**src/rtl/cpu_pkg.sv**
```systemverilog
`default_nettype none
// ============================================================================
//  Package : cpu_pkg
//  Purpose : Opcode constants, instruction field positions and the fetch-state
//            encoding shared by the fetch sequencer and the control unit (CU).
//            CU imports the same opcode constants so both agree on decoding.
//  Rev     : 1.0  initial release
// ============================================================================
package cpu_pkg;

   localparam int OPC_W  = 4;
   localparam int ADDR_W = 6;

   // Opcode map. 0001..1011 are executed by CU/datapath; everything else is
   // consumed inside the fetch sequencer.
   localparam logic [3:0] OP_NOP  = 4'b0000;
   localparam logic [3:0] OP_MOV  = 4'b0001;
   localparam logic [3:0] OP_ADD  = 4'b0010;
   localparam logic [3:0] OP_EQ   = 4'b1011;
   localparam logic [3:0] OP_JMP  = 4'b1100;
   localparam logic [3:0] OP_RSV0 = 4'b1101;
   localparam logic [3:0] OP_RSV1 = 4'b1110;
   localparam logic [3:0] OP_HALT = 4'b1111;

   // Instruction word layout: [15:12] opcode, [11:6] dst, [5:0] src
   localparam int INSTR_OPC_MSB = 15;
   localparam int INSTR_OPC_LSB = 12;
   localparam int INSTR_DST_MSB = 11;
   localparam int INSTR_DST_LSB = 6;
   localparam int INSTR_SRC_MSB = 5;
   localparam int INSTR_SRC_LSB = 0;

   typedef enum logic [2:0] {
      FS_IDLE   = 3'd0,
      FS_FETCH  = 3'd1,
      FS_DECODE = 3'd2,
      FS_ISSUE  = 3'd3,
      FS_HALTED = 3'd4
   } fetch_state_t;

   // True for opcodes that must be handed to CU (MOV..EQ).
   function automatic logic is_issue_op(input logic [3:0] op);
      return (op >= OP_MOV) && (op <= OP_EQ);
   endfunction

endpackage : cpu_pkg
`default_nettype wire

```
**src/rtl/instr_fetch.sv**
```systemverilog
`default_nettype none
// ============================================================================
//  Module  : instr_fetch
//  Purpose : Instruction fetch/issue sequencer. Holds the PC, reads words from
//            instruction memory over a req/ack handshake, splits them into
//            opcode/dst/src and holds them for CU until exec_done. NOP,
//            reserved opcodes, JMP and HALT are handled locally.
//  Ports   : clk, rst (async, active high), start (pulse from IDLE/HALTED)
//            imem_req/imem_addr out, imem_ack/imem_data in  (fetch handshake)
//            opcode/dst_addr/src_addr/issue_valid out       (issue to CU)
//            exec_done in                                   (datapath done)
//            halted, pc out                                 (status)
//  Rev     : 1.0  initial release
// ============================================================================
module instr_fetch
   import cpu_pkg::*;
#(
   parameter int PC_W    = 8,
   parameter int INSTR_W = 16,
   parameter int OPC_W   = cpu_pkg::OPC_W
) (
   input  logic               clk,
   input  logic               rst,
   input  logic               start,
   output logic               imem_req,
   output logic [PC_W-1:0]    imem_addr,
   input  logic               imem_ack,
   input  logic [INSTR_W-1:0] imem_data,
   output logic [OPC_W-1:0]   opcode,
   output logic [5:0]         dst_addr,
   output logic [5:0]         src_addr,
   output logic               issue_valid,
   input  logic               exec_done,
   output logic               halted,
   output logic [PC_W-1:0]    pc
);

   fetch_state_t        r_state;
   logic [PC_W-1:0]     r_pc;
   logic [INSTR_W-1:0]  r_instr;
   logic                r_imem_req;
   logic [PC_W-1:0]     r_imem_addr;
   logic [OPC_W-1:0]    r_opcode;
   logic [ADDR_W-1:0]   r_dst;
   logic [ADDR_W-1:0]   r_src;
   logic                r_issue_valid;
   logic                r_halted;

   logic [OPC_W-1:0]    w_opc;
   logic [ADDR_W-1:0]   w_dst;
   logic [ADDR_W-1:0]   w_src;
   logic [PC_W-1:0]     w_pc_inc;
   logic [PC_W-1:0]     w_jmp_target;

   assign w_opc    = r_instr[INSTR_OPC_MSB:INSTR_OPC_LSB];
   assign w_dst    = r_instr[INSTR_DST_MSB:INSTR_DST_LSB];
   assign w_src    = r_instr[INSTR_SRC_MSB:INSTR_SRC_LSB];
   // Natural modulo-2^PC_W wrap, no overflow flag.
   assign w_pc_inc = r_pc + PC_W'(1);
   // Jump target is the concatenated address fields, resized to the PC width.
   assign w_jmp_target = PC_W'({w_dst, w_src});

   always_ff @(posedge clk or posedge rst) begin
      if (rst) begin
         r_state       <= FS_IDLE;
         r_pc          <= '0;
         r_instr       <= '0;
         r_imem_req    <= 1'b0;
         r_imem_addr   <= '0;
         r_opcode      <= '0;
         r_dst         <= '0;
         r_src         <= '0;
         r_issue_valid <= 1'b0;
         r_halted      <= 1'b0;
      end else begin
         case (r_state)
            FS_IDLE, FS_HALTED: begin
               if (start) begin
                  r_state     <= FS_FETCH;
                  r_pc        <= '0;
                  r_imem_req  <= 1'b1;
                  r_imem_addr <= '0;
                  r_halted    <= 1'b0;
               end
            end

            FS_FETCH: begin
               // Request is held with no timeout until memory answers.
               if (imem_ack) begin
                  r_instr    <= imem_data;
                  r_imem_req <= 1'b0;
                  r_state    <= FS_DECODE;
               end
            end

            FS_DECODE: begin
               if (w_opc == OP_HALT) begin
                  r_state  <= FS_HALTED;
                  r_halted <= 1'b1;
               end else if (w_opc == OP_JMP) begin
                  r_pc        <= w_jmp_target;
                  r_imem_addr <= w_jmp_target;
                  r_imem_req  <= 1'b1;
                  r_state     <= FS_FETCH;
               end else if (is_issue_op(w_opc)) begin
                  r_state       <= FS_ISSUE;
                  r_issue_valid <= 1'b1;
                  r_opcode      <= w_opc;
                  r_dst         <= w_dst;
                  r_src         <= w_src;
               end else begin
                  // NOP and the two reserved codes just advance the PC.
                  r_pc        <= w_pc_inc;
                  r_imem_addr <= w_pc_inc;
                  r_imem_req  <= 1'b1;
                  r_state     <= FS_FETCH;
               end
            end

            FS_ISSUE: begin
               if (exec_done) begin
                  r_pc          <= w_pc_inc;
                  r_imem_addr   <= w_pc_inc;
                  r_imem_req    <= 1'b1;
                  r_issue_valid <= 1'b0;
                  // CU must see a zero opcode whenever nothing is issued.
                  r_opcode      <= '0;
                  r_dst         <= '0;
                  r_src         <= '0;
                  r_state       <= FS_FETCH;
               end
            end

            default: begin
               r_state <= FS_IDLE;
            end
         endcase
      end
   end

   assign imem_req    = r_imem_req;
   assign imem_addr   = r_imem_addr;
   assign opcode      = r_opcode;
   assign dst_addr    = r_dst;
   assign src_addr    = r_src;
   assign issue_valid = r_issue_valid;
   assign halted      = r_halted;
   assign pc          = r_pc;

endmodule : instr_fetch
`default_nettype wire

```
**config.mk**
```make
export PLATFORM = sky130hd
export DESIGN_NAME = instr_fetch
export DESIGN_NICKNAME = d
export VERILOG_FILES = /design/src/rtl/cpu_pkg.sv /design/src/rtl/instr_fetch.sv
export SDC_FILE = /design/constraint.sdc
export NUM_CORES = 1
export LEC_CHECK = 0
export ABC_AREA = 1
export CORE_MARGIN = 2
export CORE_UTILIZATION = 40
export DETAILED_ROUTE_END_ITERATION = 6
export PLACE_DENSITY = 0.74
export SLEW_MARGIN = 20
export SYNTH_ARGS = -nofsm -noshare
export SYNTH_HDL_FRONTEND = slang
export SYNTH_SLANG_ARGS = --single-unit
```
**constraint.sdc**
```tcl
create_clock -name clk -period 3.75 [get_ports clk]
set_input_delay 0.9375 -clock clk [delete_from_list [all_inputs] [get_ports clk]]
set_output_delay 0.9375 -clock clk [all_outputs]
set_load 0.1 [all_outputs]
```
Yosys cells after proc, flatten, opt, wreduce, memory -nomap -nowiden
Cells that the tools add are included.

Bits in registers: 46. Latch bits: 0. RAM bits: 0. Bits in read-only memories: 0. Input port bits: 21. Output and inout bits: 35. Memories: 0.

Add/subtract/negate cells: 1. Multipliers: 0. Div/mod/pow operators: 0. Order comparisons: 2. Equal/unequal tests: 14. Shift operators: 0. Muxes and demuxes: 42. Bitwise gates (word level): 0. Reductions and logical operators: 13.

Operator list (number): 6-bit two-way mux (7); 8-bit two-way mux (5); 6-bit case mux with 2 select lines (2); 8-bit case mux with 3 select lines (1); 4-bit two-way mux (4); 2-bit != test, second input constant (7); 1-bit two-way mux (12); 3-bit two-way mux (4); 3-bit case mux with 4 select lines (1); 5-bit AND reduction (2); 8-bit by 1-bit adder with 8-bit output, second input constant (1); 4-bit equality test, second input constant (2); 4-bit case mux with 2 select lines (1); 3-bit by 2-bit equality test with 1-bit output, second input constant (2); 3-bit AND reduction (2); 6-bit AND reduction (1); 4-bit by 1-bit greater-or-equal comparator with 1-bit output, second input constant (1); 4-bit <= comparator, second input constant (1); 2-bit two-way mux (2); 1-bit case mux with 2 select lines (2); 1-bit case mux with 4 select lines (1); 2-bit nonzero test (2); 4-bit nonzero test (1); 3-bit by 1-bit equality test with 1-bit output, second input constant (1); 7 further kinds (7).

Logic depth before layout (Yosys ltp)
Gate-level depths: netlist of run 1.

Depth after elaboration: 6. Mapped depth: 9.

Worst setup path before layout of run 1
OpenSTA, ideal clock, no wires.

Path kind: register to output. Start: register, netlist name imem_addr[2]. End: output port pc[2]. Data arrival time: 1.434 ns. Required time: 2.812 ns. Setup slack: 1.379 ns. Cell stages (with the launch flop): 2. Path through: dfrtp_1 -> buf_4.

RTL lines: to (decl) (line instr_fetch.sv:35) `output logic [PC_W-1:0] pc`.

Worst setup path after layout of run 1
Start: register r_imem_addr[0], in the netlist imem_addr[0]. End: output port imem_addr[0].

RTL lines: from (decl) (line instr_fetch.sv:42) `logic [PC_W-1:0] r_imem_addr;`; from (signal assigned) (line instr_fetch.sv:102) `r_imem_addr <= w_jmp_target;`; from (signal assigned) (line instr_fetch.sv:114) `r_imem_addr <= w_pc_inc;`; from (signal assigned) (line instr_fetch.sv:123) `r_imem_addr <= w_pc_inc;`; to (decl) (line instr_fetch.sv:26) `output logic [PC_W-1:0] imem_addr,`.

No word-level cell between the ends.

==> impl_metrics.toml, run 1 <==
[timing]
setup_viol = 0
post-route-period-util_pct = 74.8
max_freq_mhz = 357
skew_ps = 5.14
tns_ps = 0
slew_violations = 0
finalCriticalPeriod_ps = 2800
rsz0062_at_grt = "no"
hold_viol = 0
slew_headroom_pct = 34.6
worst_pin_slew_ps = 978

[worst_setup_path]
crit_path_top_delay_cell = "clkdlybuf4s50_1"
worstPathMaxFanout = 5
start_kind = "register"
critPathTopFamily = "buffers and inverters"
rr_worst_depth = 4
critPathBufInv = 1
worst-path-stages = 1
endpoint_kind = "primary output"
critPathRequiredTime_ps = 2810
crit_chain = "clkdlybuf4s50_1"
rr_startpoint = "r_state[2]"
slowest_delay_ps = 1150
reg2reg_to = "r_instr[12]"
path_class = "reg2out"
arrival_ps = 1870
regToRegSetupSlack_ps = 2020

[hold_path]
hp-class = "reg2reg"
hold_path_startpoint = "r_instr[10]"
hold_end = "r_instr[10]"
holdPathStages = 2

[die]
initial_core_util_pct = 41.8
dieArea_sq_um = 6410
core_area_sq_um = 5540
fp.dieW_um = 80.1
io_pins = 56
die_h_um = 80.1
fp-row-count = 27

[global_route]
antenna_found_initial = 0
globalRouteTotalUtil_pct = 17.0
grt_pass1_wl_mm = 8.47
grt_max_degree = 31
grt_pass1_vias = 1864
overflow = 0

[pwr]
power_mw = 2.53
p_leak_nw = 1.52
vdd_drop_max_v = 0.000472
pwr_density_cell_nw_per_um2 = 866

[clock_network]
clock_path_buffers = 2
clock-sinks = 46
postCtsHoldBufs = 0
postCtsSetupBuffers = 0
ctsResizeCount = 0
htree_levels = 2
clk_latency_ps = 300
clockRootBuffer = "clkbuf_8"
numCtsBuffers = 5
tritoncts = "built"
cts.clk_slew.worst_paths_ps = 80

[yosys]
yosysSeqAreaShare_pct = 49.7
ys_warn_count = 0
syn-num-nets = 318
ys_ff_latch = 46
synth.area.top_cells = "dfrtp_1 (50%), nand2_1 (24%), nand3_1 (6.1%), buf_4 (2.9%), nor2_1 (2.6%)"
netlist_area_sq_um = 2310
synth_top_area_share_pct = 49.7
yosysTopAreaCell = "dfrtp_1"
synth_area_per_cell_sq_um = 7.82
netlist-cell-type-count = 26
synthCells = 296

[run]
drv_cap = 0

[routing]
wl_per_cell_um = 12.1
first_pass_iters = 4
vias = 2032
ant_nets = 0
post-route-drc-count = 0
drt-initial-drc-count = 110
vias_per_cell = 4.86
wl_mm = 5.08

[finish]
area_growth_syn_to_layout_pct = 26.1
drive_above_1_share_pct = 11.8
antenna_cells = 0
n_fill_cell = 543
layout.nets = 367
design_area_sq_um = 2920

[place]
place_area_sq_um = 2830
dpl.hpwl_mm = 3.78
gp_congestion = 0.867
io_buffer_count = 55

[outcome]
status = "complete, no violations"
## routing by layer
metal | global-route usage [%] | vias to the layer above | part of all wire, %
met4 | 6.10 | 0 | 1.0
li1 | - | 1022 | -
met1 | 22.7 | 933 | 46
met5 | 0 | - | 0
met2 | 27.8 | 71 | 47
met3 | 2.92 | 6 | 6.0
## flip-flops by register name (all words and copies together) (netlist names)
register,flops
imem_addr,8
imem_req,1
dst_addr,6
r_instr,16
halted,1
r_state,3
opcode,4
src_addr,6
issue_valid,1
## power breakdown
part,switching (mW),total (mW),leakage (nW),internal [mW]
sequential,0.142,0.806,0.595,0.664
combinational,1.07,1.41,0.877,0.335
clock,0.163,0.312,0.0482,0.149
## cells by family after synthesis
family	Yosys count	synth area share [%]
adder cells (fa/ha/maj)	1	0.540
flip-flops	46	49.7
buffers and inverters	26	6.11
AND/OR/NAND/NOR	207	39.7
AO/OA/AOI/OAI	15	3.57
XOR/XNOR	1	0.378
## layout make-up
cell class / count / area (sq um) / area share (%)
tap: 72 / 90.1 / 3.09
clock buffer: 7 / 86.3 / 2.96
multi-input combinational: 224 / 1020 / 35.0
sequential: 46 / 1150 / 39.5
inverter: 12 / 45.0 / 1.54
timing repair buffer: 56 / 518 / 17.8
clock inverter: 1 / 5.00 / 0.172
## worst max-delay path by stage
stage	startpoint	endpoint	slack, ps
6_report	imem_addr[0]	imem_addr[0]	950
5_1_grt	imem_addr[0]	imem_addr[0]	890
4_1_cts	imem_addr[0]	pc[0]	930
3_5_place_dp	imem_addr[0]	pc[0]	1270
3_3_place_gp	imem_addr[0]	imem_addr[0]	1290
2_1_floorplan	imem_addr[2]	pc[2]	1380
## synth_stat cells, drive strengths merged
master    n
nand2   151
dfrtp    46
nand3    29
nor2     22
buf      12
inv      12
o21ai     9
a21oi     3
nand3b    3
clkbuf    2
o21bai    2
ha        1
nand4     1
nor3      1
o211ai    1
xor2      1
## placed cells by master (no fill, tap or decap)
cell type	instances
nand3_1	28
inv_1	9
nor2_1	16
nor2_2	1
clkinv_2	1
clkdlybuf4s50_1	39
ha_1	1
nand4_1	1
dfrtp_1	46
clkbuf_8	6
inv_2	3
a21oi_1	3
xor2_1	1
o21bai_1	2
o21ai_0	8
nand2_4	2
nand3b_1	3
nand2_1	145
clkbuf_1	1
buf_4	17
nand3_2	1
o21ai_1	1
nor2_8	1
nand2_2	4
o211ai_1	1
nor3_4	1
nor2_4	4
## worst min-delay path: cells and delay by family, from the launching register on
family	cells	cell delay, ps
and+or+nand+nor	2	100
DFF	1	350
## stage by stage
stage | worst slack, ps | cells | utilization (%) | hold WS (ps)
floorplan | 1380 | 296 | - | 442
global placement | 1290 | 410 | 51.0 | 454
detailed placement | 1270 | 410 | 51.0 | 460
CTS | 932 | 418 | 52.7 | 480
global route | 886 | 418 | 52.7 | 494
finish | 946 | 418 | 52.7 | 474
Power figures use the tool's default switching activity.
==> inputs of run 2 (changes only) <==
--- a/config.mk
+++ b/config.mk
@@ -9,7 +9,7 @@
 export CORE_MARGIN = 2
 export CORE_UTILIZATION = 40
 export DETAILED_ROUTE_END_ITERATION = 6
-export PLACE_DENSITY = 0.74
+export PLACE_DENSITY = 0.76
 export SLEW_MARGIN = 20
 export SYNTH_ARGS = -nofsm -noshare
 export SYNTH_HDL_FRONTEND = slang
==> constraint.sdc (replaced) <==
create_clock -name clk -period 2.5 [get_ports clk]
set_input_delay 0.625 -clock clk [delete_from_list [all_inputs] [get_ports clk]]
set_output_delay 0.625 -clock clk [all_outputs]
set_load 0.1 [all_outputs]
==> run 2 against run 1 <==
Register-to-register slack worse by 1100 ps. Non-clock buffer count grew 2. Critical path depth unchanged. Wire length rose by 4.1%. Critical endpoint is now pc[2]. Largest cell class unchanged. Largest power group unchanged.
==> impl_metrics.toml, run 2 (same netlist as run 1, synthesis figures left out) <==
[outcome]
status = "complete, no violations"

[timing]
worst_slack_ps = 711
max_freq_mhz = 559
setup_viol = 0
slew_violations = 0
tns_ps = 0
worst_pin_slew_ps = 726
rsz0062_at_grt = "no"
finalCriticalPeriod_ps = 1790
post-route-period-util_pct = 71.5
slew_headroom_pct = 51.3
skew_ps = 8.04
hold_viol = 0
holdWs_ps = 475

[pwr]
power.share.clock_pct = 12.0
comb_power_share_pct = 55.8
power.internal_mw = 1.68
pwr-share-seq_pct = 32.2
pwr_density_cell_nw_per_um2 = 1300
p_switching_mw = 2.10
power_mw = 3.77
p_leak_nw = 1.56
switching_share_pct = 55.5
vdd_drop_max_v = 0.000820

[die]
dieArea_sq_um = 6410
core_area_sq_um = 5540
fp.dieW_um = 80.1
io_pins = 56
fp-row-count = 27
die_h_um = 80.1
initial_core_util_pct = 41.8

[worst_setup_path]
arrival_ps = 1160
start_kind = "register"
worst-path-stages = 1
regToRegSetupSlack_ps = 910
path_class = "reg2out"
worstPathMaxFanout = 8
rr_startpoint = "r_state[2]"
reg2reg_to = "imem_addr[0]"
critPathTopFamily = "flip-flops"
critPathBufInv = 1
endpoint_kind = "primary output"
critPathRequiredTime_ps = 1880
crit_path_top_delay_cell = "dfrtp_1"
rr_worst_depth = 7
slowest_delay_ps = 510
crit_chain = "buf_4"

[finish]
largest_register = "r_instr"
layout_commonest_cell = "nand2_1"
design_area_sq_um = 2890
area_growth_syn_to_layout_pct = 25.0
largest_reg_flops = 16
antenna_cells = 0
layout.nets = 369
final_cell_mix = "nand2_1 (145), dfrtp_1 (46), buf_4 (37)"
drive_above_1_share_pct = 17.5
finalNonFillerCells = 420
finish.utilization_pct = 52.2

[routing]
wl_per_cell_um = 12.6
ant_nets = 0
wl_mm = 5.29
vias = 2041
post-route-drc-count = 0
drt-initial-drc-count = 129
vias_per_cell = 4.86
first_pass_iters = 4

[global_route]
antenna_found_initial = 0
grt_pass1_wl_mm = 8.92
overflow = 0
grt_max_degree = 28
globalRouteTotalUtil_pct = 18.3
grt_pass1_vias = 1931

[hold_path]
hp-class = "reg2reg"
hold_end = "imem_req"
holdPathStages = 2
hold_path_startpoint = "imem_req"

[clock_network]
tritoncts = "built"
clk_latency_ps = 300
postCtsHoldBufs = 0
clock-sinks = 46
postCtsSetupBuffers = 0
cts.clk_slew.worst_paths_ps = 80
ctsResizeCount = 0
htree_levels = 2
clock_path_buffers = 2
numCtsBuffers = 5
clockRootBuffer = "clkbuf_8"

[run]
drv_cap = 0

[place]
io_buffer_count = 55
gp_congestion = 0.860
pre_cts_slack_ps = 486
placed_cells = 412
dpl.hpwl_mm = 3.88
place_area_sq_um = 2810
## run 2: cell count changes in the layout (fill, tap and decap cells not counted), sizes merged
cell	change
clkbuf	-1
clkdlybuf4s50	-19
buf	+21
clkinv	+2
inv	-1
## run 2: area by class of cell
cell class	instances	area (sq um)
repair buffers	58	498
clock inverters	2	13.8
flip-flops and latches	46	1150
inverters	12	45.0
well taps	72	90.1
clock buffers	6	72.6
multi-input cells	224	1020
fillers	546	2650
## run 2: how the worst max path moves through the flow
stage	end	start
CTS	pc[2]	imem_addr[2]
floorplan	pc[2]	imem_addr[2]
global placement	opcode[0]	exec_done
detailed placement	imem_addr[0]	start
global route	imem_addr[0]	start
finish	pc[2]	imem_addr[2]
## run 2: tightest hold or removal path: stages, from the launching register on
cell     delay (ps)
dfrtp_1         350
nand2_1          50
nand2_1          50
## run 2: power groups by stage
stage | logic, mW | registers (mW) | clock network [mW]
2_1_floorplan | 0.948 | 1.93 | 0
3_3_place_gp | 2.07 | 1.22 | 0
3_5_place_dp | 2.11 | 1.22 | 0
4_1_cts | 2.12 | 1.21 | 0.461
5_1_grt | 2.29 | 1.24 | 0.497
6_report | 2.11 | 1.21 | 0.455
## run 2: routing by layer
metal	up-vias	track usage (%)	routed length, um
met5	-	0	0
met4	0	7.29	120
met3	10	2.81	275
met2	55	29.9	2580
met1	949	24.5	2320
li1	1027	-	-
